==> config.mk <==
export PLATFORM = sky130hd
export DESIGN_NAME = eee_imgproc_multi
export DESIGN_NICKNAME = d
export VERILOG_FILES = /design/src/rtl/eee_imgproc_multi.sv
export SDC_FILE = /design/constraint.sdc
export NUM_CORES = 2
export LEC_CHECK = 0
export ABC_AREA = 1
export BUFFER_PORTS_ARGS = -buffer_cell sky130_fd_sc_hd__buf_2
export CAP_MARGIN = 5
export CORE_ASPECT_RATIO = 1.1
export CORE_MARGIN = 2
export CORE_UTILIZATION = 64
export CTS_CLUSTER_DIAMETER = 150
export DETAILED_ROUTE_END_ITERATION = 8
export HOLD_SLACK_MARGIN = 0.12
export PLACE_DENSITY = 0.81
export SYNTH_ARGS = -nofsm -noshare
export SYNTH_HDL_FRONTEND = slang
export SYNTH_SLANG_ARGS = --single-unit
export TNS_END_PERCENT = 100
==> constraint.sdc <==
create_clock -name clk -period 3.97 [get_ports clk]
set_input_delay 0.794 -clock clk [delete_from_list [all_inputs] [get_ports clk]]
set_output_delay 0.794 -clock clk [all_outputs]
set_load 0.005 [all_outputs]
==> src/rtl/eee_imgproc_multi.sv <==
// Avalon-ST RGB classifier: N colour windows, per-class bounding boxes, Avalon-MM results.
// Optional macro BBOX_OVERLAY_EN draws previous-frame boxes in red when mode is 0.
module eee_imgproc_multi #(
  parameter int N_CLASSES = 4,
  parameter int IMG_W     = 640,
  parameter int IMG_H     = 480,
  parameter int BPC       = 8
) (
  input  logic                 clk,
  input  logic                 reset_n,
  input  logic [3*BPC-1:0]     sink_data,
  input  logic                 sink_valid,
  input  logic                 sink_sop,
  input  logic                 sink_eop,
  output logic                 sink_ready,
  output logic [3*BPC-1:0]     source_data,
  output logic                 source_valid,
  output logic                 source_sop,
  output logic                 source_eop,
  input  logic                 source_ready,
  input  logic [3:0]           mode,
  input  logic [5:0]           s_address,
  input  logic                 s_read,
  input  logic                 s_write,
  input  logic [31:0]          s_writedata,
  output logic [31:0]          s_readdata,
  output logic                 irq
);
  localparam int DW = 3*BPC;
  localparam int XW = (IMG_W > 1) ? $clog2(IMG_W) : 1;
  localparam int YW = (IMG_H > 1) ? $clog2(IMG_H) : 1;
  localparam int CW = $clog2(IMG_W*IMG_H + 1);
  localparam logic [XW-1:0] X_LAST = XW'(IMG_W - 1);
  localparam logic [YW-1:0] Y_LAST = YW'(IMG_H - 1);

  function automatic logic in_window(input logic [DW-1:0] px, input logic [DW-1:0] lo,
                                     input logic [DW-1:0] hi);
    logic ok;
    ok = 1'b1;
    for (int c = 0; c < 3; c++)
      ok = ok & (px[c*BPC +: BPC] >= lo[c*BPC +: BPC]) & (px[c*BPC +: BPC] <= hi[c*BPC +: BPC]);
    return ok;
  endfunction

  logic [DW-1:0] min_sh [N_CLASSES];
  logic [DW-1:0] max_sh [N_CLASSES];
  logic [DW-1:0] min_act [N_CLASSES];
  logic [DW-1:0] max_act [N_CLASSES];
  logic [XW-1:0] acc_x0 [N_CLASSES], acc_x1 [N_CLASSES], nx_x0 [N_CLASSES], nx_x1 [N_CLASSES];
  logic [YW-1:0] acc_y0 [N_CLASSES], acc_y1 [N_CLASSES], nx_y0 [N_CLASSES], nx_y1 [N_CLASSES];
  logic [XW-1:0] res_x0 [N_CLASSES], res_x1 [N_CLASSES];
  logic [YW-1:0] res_y0 [N_CLASSES], res_y1 [N_CLASSES];
  logic [CW-1:0] acc_cnt [N_CLASSES], nx_cnt [N_CLASSES], res_cnt [N_CLASSES];
  logic [N_CLASSES-1:0] match, mask_sel, sel_mode;
  logic [XW-1:0] x;
  logic [YW-1:0] y;
  logic [15:0]   frame_cnt;
  logic [DW-1:0] out_px;
  logic [31:0]   rd_val;
  logic enable, in_pkt, is_video;
  logic accept, fwd, pixel, video_sop, frame_end;

  assign sink_ready = source_ready | ~source_valid;
  assign accept     = sink_valid & sink_ready;
  assign fwd        = accept & (sink_sop | in_pkt);
  assign pixel      = accept & in_pkt & ~sink_sop & is_video;
  assign video_sop  = accept & sink_sop & (sink_data[3:0] == 4'd0);
  assign frame_end  = accept & sink_eop & (sink_sop ? video_sop : (in_pkt & is_video));

  // Window match, mode decode and accumulators updated with the beat being accepted.
  always_comb begin
    match    = '0;
    sel_mode = '0;
    for (int i = 0; i < N_CLASSES; i++) begin
      match[i]    = in_window(sink_data, min_act[i], max_act[i]);
      sel_mode[i] = (mode == 4'(i + 1));
      nx_x0[i]  = (pixel && enable && match[i] && x < acc_x0[i]) ? x : acc_x0[i];
      nx_x1[i]  = (pixel && enable && match[i] && x > acc_x1[i]) ? x : acc_x1[i];
      nx_y0[i]  = (pixel && enable && match[i] && y < acc_y0[i]) ? y : acc_y0[i];
      nx_y1[i]  = (pixel && enable && match[i] && y > acc_y1[i]) ? y : acc_y1[i];
      nx_cnt[i] = (pixel && enable && match[i] && acc_cnt[i] != {CW{1'b1}})
                  ? acc_cnt[i] + CW'(1) : acc_cnt[i];
    end
  end

`ifdef BBOX_OVERLAY_EN
  logic on_edge, mode_zero;

  // Current pixel lies on an edge of a non-empty latched box.
  always_comb begin
    on_edge = 1'b0;
    for (int i = 0; i < N_CLASSES; i++)
      on_edge = on_edge | ((res_cnt[i] != '0) &&
        (((x == res_x0[i] || x == res_x1[i]) && y >= res_y0[i] && y <= res_y1[i]) ||
         ((y == res_y0[i] || y == res_y1[i]) && x >= res_x0[i] && x <= res_x1[i])));
  end
`endif

  // Output pixel selection: mask, optional overlay, or pass-through.
  always_comb begin
    out_px = sink_data;
    if (pixel && enable && (|mask_sel))
      out_px = (|(match & mask_sel)) ? {DW{1'b1}} : {DW{1'b0}};
`ifdef BBOX_OVERLAY_EN
    else if (pixel && enable && mode_zero && on_edge)
      out_px = {{BPC{1'b1}}, {(2*BPC){1'b0}}};
`endif
    else
      out_px = sink_data;
  end

  // Output register stage plus packet tracking and pixel coordinates.
  always_ff @(posedge clk or negedge reset_n) begin
    if (!reset_n) begin
      source_valid <= 1'b0;
      source_data  <= '0;
      source_sop   <= 1'b0;
      source_eop   <= 1'b0;
      in_pkt       <= 1'b0;
      is_video     <= 1'b0;
      x            <= '0;
      y            <= '0;
    end else begin
      if (fwd) begin
        source_valid <= 1'b1;
        source_data  <= out_px;
        source_sop   <= sink_sop;
        source_eop   <= sink_eop;
      end else if (source_ready) begin
        source_valid <= 1'b0;
      end
      if (accept && sink_sop) begin
        in_pkt   <= ~sink_eop;
        is_video <= (sink_data[3:0] == 4'd0);
        x        <= '0;
        y        <= '0;
      end else if (accept && in_pkt) begin
        in_pkt <= ~sink_eop;
        if (is_video && x == X_LAST) begin
          x <= '0;
          y <= (y == Y_LAST) ? y : y + YW'(1);
        end else if (is_video) begin
          x <= x + XW'(1);
        end
      end
    end
  end

  // Active thresholds and mode captured at video sop; box accumulation and end-of-frame latch.
  always_ff @(posedge clk or negedge reset_n) begin
    if (!reset_n) begin
      for (int i = 0; i < N_CLASSES; i++) begin
        min_act[i] <= '0;          max_act[i] <= '1;
        acc_x0[i]  <= X_LAST;      acc_y0[i]  <= Y_LAST;
        acc_x1[i]  <= '0;          acc_y1[i]  <= '0;      acc_cnt[i] <= '0;
        res_x0[i]  <= X_LAST;      res_y0[i]  <= Y_LAST;
        res_x1[i]  <= '0;          res_y1[i]  <= '0;      res_cnt[i] <= '0;
      end
      mask_sel  <= '0;
      frame_cnt <= 16'd0;
      irq       <= 1'b0;
`ifdef BBOX_OVERLAY_EN
      mode_zero <= 1'b0;
`endif
    end else begin
      if (video_sop) begin
        for (int i = 0; i < N_CLASSES; i++) begin
          min_act[i] <= min_sh[i];
          max_act[i] <= max_sh[i];
        end
        mask_sel <= sel_mode;
`ifdef BBOX_OVERLAY_EN
        mode_zero <= (mode == 4'd0);
`endif
      end
      for (int i = 0; i < N_CLASSES; i++) begin
        if (frame_end && enable) begin
          res_x0[i] <= nx_x0[i];  res_x1[i] <= nx_x1[i];
          res_y0[i] <= nx_y0[i];  res_y1[i] <= nx_y1[i];  res_cnt[i] <= nx_cnt[i];
          acc_x0[i] <= X_LAST;    acc_y0[i] <= Y_LAST;
          acc_x1[i] <= '0;        acc_y1[i] <= '0;        acc_cnt[i] <= '0;
        end else begin
          acc_x0[i] <= nx_x0[i];  acc_x1[i] <= nx_x1[i];
          acc_y0[i] <= nx_y0[i];  acc_y1[i] <= nx_y1[i];  acc_cnt[i] <= nx_cnt[i];
        end
      end
      if (frame_end && enable) frame_cnt <= frame_cnt + 16'd1;
      if (frame_end && enable) irq <= 1'b1;
      else if (s_write && s_address == 6'd1) irq <= 1'b0;
      else irq <= irq;
    end
  end

  // Register read decode; a class with no matches reads as an inverted (empty) box.
  always_comb begin
    rd_val = 32'd0;
    case (s_address)
      6'd0:    rd_val = {31'd0, enable};
      6'd1:    rd_val = {16'd0, frame_cnt};
      default: begin
        for (int i = 0; i < N_CLASSES; i++) begin
          if (s_address == 6'(4 + 4*i))      rd_val = 32'(min_sh[i]);
          else if (s_address == 6'(5 + 4*i)) rd_val = 32'(max_sh[i]);
          else if (s_address == 6'(6 + 4*i))
            rd_val = (res_cnt[i] == '0) ? {16'(Y_LAST), 16'(X_LAST)}
                                        : {16'(res_y0[i]), 16'(res_x0[i])};
          else if (s_address == 6'(7 + 4*i))
            rd_val = (res_cnt[i] == '0) ? 32'd0 : {16'(res_y1[i]), 16'(res_x1[i])};
          else rd_val = rd_val;
        end
      end
    endcase
  end

  // Avalon-MM control and shadow threshold registers.
  always_ff @(posedge clk or negedge reset_n) begin
    if (!reset_n) begin
      enable     <= 1'b1;
      s_readdata <= 32'd0;
      for (int i = 0; i < N_CLASSES; i++) begin
        min_sh[i] <= '0;
        max_sh[i] <= '1;
      end
    end else begin
      s_readdata <= s_read ? rd_val : 32'd0;
      if (s_write && s_address == 6'd0) enable <= s_writedata[0];
      for (int i = 0; i < N_CLASSES; i++) begin
        if (s_write && s_address == 6'(4 + 4*i)) min_sh[i] <= s_writedata[DW-1:0];
        if (s_write && s_address == 6'(5 + 4*i)) max_sh[i] <= s_writedata[DW-1:0];
      end
    end
  end

  generate
    if (DW < 32) begin : g_wdata_pad
      logic unused_wdata;
      assign unused_wdata = ^s_writedata[31:DW];
    end
  endgenerate
endmodule

==> results.md <==
* Share of the yosys chip area belonging to registers at 48.2%
* Post-DRT Antenna Nets at 0
* Warnings, synthesis at 0
* TNS Setup at 0 ns
* Avg WL per Cell at 19.4 um
* Crit-path cells: inv_1, ha_1, a21oi_1, o21ai_0, nand2_1, o211ai_1, o21ai_0, buf_4, nand3_1, nor3_1, nand2_1, inv_2, o211ai_1, buf_4, nand2_1, o21ai_0, or2_2
* Arrival @ worst endpoint at 4.15 ns
* Fraction of the cycle the final worst path needs at 90.0%
* Syn Inst Count at 6045
* Starting density of the core at 64.8%
* Distinct cells, synth at 60
* Clk sinks at 935
* Layout area overhead at 12.0%
* Post-synthesis register bit count at 935
* CP delay by family, top: simple AND/OR/NAND/NOR gates
* Boundary Pins at 135
* Final WS setup at 0.399 ns
* # DRC at 0
* Critical Path Slowest Stage Cell: dfstp_2
* GRT Total Usage at 36.2%
* Core box area at 76300 um2
* Area of the multi-input gates at 22100 um2
* Worst-Margin Slew at 1.04 ns
* CTS Buffer Depth at 3
* Post-synth EDFFs at 0
* # Post-CTS Setup Buffers at 0
* Initial antenna violation count at 2
* Minimum clock period at 3.57 ns
* Initial DRC count at 4246
* Ys async rst share at 100%
* RSZ-0062 raised after global routing: no
* Largest net degree at the start of global routing at 208
* Final Setup Violations at 0
* Clock Tree Root: clkbuf_16
* Worst slew margin at 30.4%
* Post-layout power at 26.2 mW
* Register area at 23800 um2
* Die span in y at 295 um
* Pwr per Cell Area at 473 nW/um2
* Max IR drop VDD at 0.511 mV
* R2r worst-path depth at 17
* Max layer used: met5
* Total congestion overflow at 0
* Worst-path maximum fanout at 14
* Post-CTS Hold Buffers at 0
* I/O Buffers at 119
* Synth cell count leaders: 1727 x nand2_1, 645 x inv_1, 641 x o21ai_0
* Synth Flop Type: dfrtp_1
* Mean Syn Cell Area at 8.17 um2
* Pre-CTS setup slack at 0.0286 ns
* Pins Over Slew Limit at 0
* Total Wirelength at 141 mm
* Vias in the first global route at 41800
* Max Clock Freq at 280 MHz
* Crit path buffers/inverters at 4
* Via density at 5.89
* Share of cells above drive strength 1 at 14.0%
* Crit path kind: flop to flop
* Crit. path cell count at 17
* Metal2 WL at 64.4 mm
* Row count at 106
* Hold Violations, Final at 0
* Outcome: finished, final reports clean
* Final Core Density at 72.5%
* Synth area leaders: dfrtp_1 31%, dfstp_2 17%, nand2_1 13%
* Drt pass-1 iters at 8
* Worst path required time at 4.55 ns
* WL met3 at 11.2 mm
* Synth top area share at 31.1%
* Mapped Area at 49400 um2
* GPL Wtd Cong at 1.01
* Clock Skew at 0.0296 ns
* Die W at 269 um
* Max Cap Violations at 0
* Worst setup SP type: flop
* Filler cell count at 5602
* Worst Hold Class: input pin to asynchronous set/reset pin
* Post-CTS sizing at 0
* TritonCTS clock tree: yes
* DIE AREA at 79400 um2
* Met1 WL at 54.5 mm
* Clk_lat worst skew at 0.67 ns
* CTS buffer count at 96
* Most common cell in the netlist: nand2_1
* Lkg Pwr at 26.8 nW
* Htree depth at 3
* Worst-path clk slew at 0.06 ns
* CP Capture Type: flop
* Total number of vias at 42800
* Hpwl dp at 98.2 mm
* Nets at 6575
* First-pass GRT wire length at 225 mm
* Top cell type by total area after synthesis: dfrtp_1
* Crit path largest cell delay at 0.52 ns
worst register-to-register path: stages (launching register included):
cell	delay, ns
dfstp_2	0.52
inv_1	0.05
ha_1	0.30
a21oi_1	0.15
o21ai_0	0.10
nand2_1	0.07
o211ai_1	0.07
o21ai_0	0.11
buf_4	0.17
nand3_1	0.08
nor3_1	0.39
nand2_1	0.34
inv_2	0.31
o211ai_1	0.16
buf_4	0.21
nand2_1	0.06
o21ai_0	0.11
or2_2	0.30
power breakdown:
group,internal [mW],switching (mW)
registers,10.8,0.660
logic,1.74,3.08
clock network,5.92,3.91
final timing paths:
kind	slack, ns	startpoint	end
max reg2reg	0.40	max_act[89]	acc_x0[36]
max	0.40	max_act[89]	acc_x0[36]
min	0.15	reset_n	source_data[2]
min in group clk	0.35	mode[0]	mask_sel[1]
max in group asynchronous	2.73	reset_n	acc_cnt[7]
min reg2reg	0.47	res_y0[21]	res_y0[21]
cell usage in the layout (no fill, tap or decap), drive strengths merged, types with 8 or more instances in the layout:
master / count
a211oi: 12
a21oi: 285
a221oi: 8
a31oi: 63
buf: 282
bufinv: 17
clkbuf: 131
clkinv: 28
dfrtp: 614
dfstp: 321
ha: 343
inv: 664
nand2: 1729
nand3: 206
nand4: 150
nor2: 352
nor3: 55
nor4: 25
o2111ai: 10
o211ai: 13
o21a: 12
o21ai: 685
o22ai: 17
or2: 73
xor2: 77
area by class of cell:
class / instances / area share [%]
Sequential cell: 935 / 43.0
Tap cell: 1026 / 2.32
Clock buffer: 131 / 4.93
Clock inverter: 49 / 1.28
Multi-Input combinational cell: 4176 / 39.9
Timing Repair Buffer: 282 / 3.99
Antenna cell: 1 / 0.00453
Inverter: 667 / 4.55
state kept, by name, summed over array words and instances (netlist names), 4 cells and up:
register and cells:
acc_x1 40, res_x0 40, acc_cnt 76, acc_x0 40
acc_y0 36, res_y0 36, acc_y1 36, max_sh 96
y 9, mask_sel 4, max_act 96, res_cnt 76
min_sh 96, res_y1 36, frame_cnt 16, source_data 24
res_x1 40, s_readdata 25, min_act 96, x 10
metrics by stage:
stage | cells | hold slack [ns] | instance area (um2)
2_1_floorplan | 6051 | 0.444 | 49400
3_3_place_gp | 7086 | 0.454 | 51900
3_5_place_dp | 7086 | 0.455 | 51900
4_1_cts | 7266 | 0.167 | 55300
5_1_grt | 7266 | 0.199 | 55300
6_report | 7267 | 0.148 | 55300
cell families after synthesis:
family	synth area share (%)
AOI/OAI and AO/OA	12.4
xor gates and xnor gates	1.44
adders and majority gates	8.69
buffers and inverters	7.29
DFF	48.2
muxes	0.0203
other	0.00759
and+or+nand+nor	22.0
layer usage:
layer,up-vias,track usage [%]
li1,20000,-
met1,20300,46.2
met2,1938,57.3
met3,565,5.75
met4,2,24.1
met5,-,0
Power figures use the tool's default switching activity.
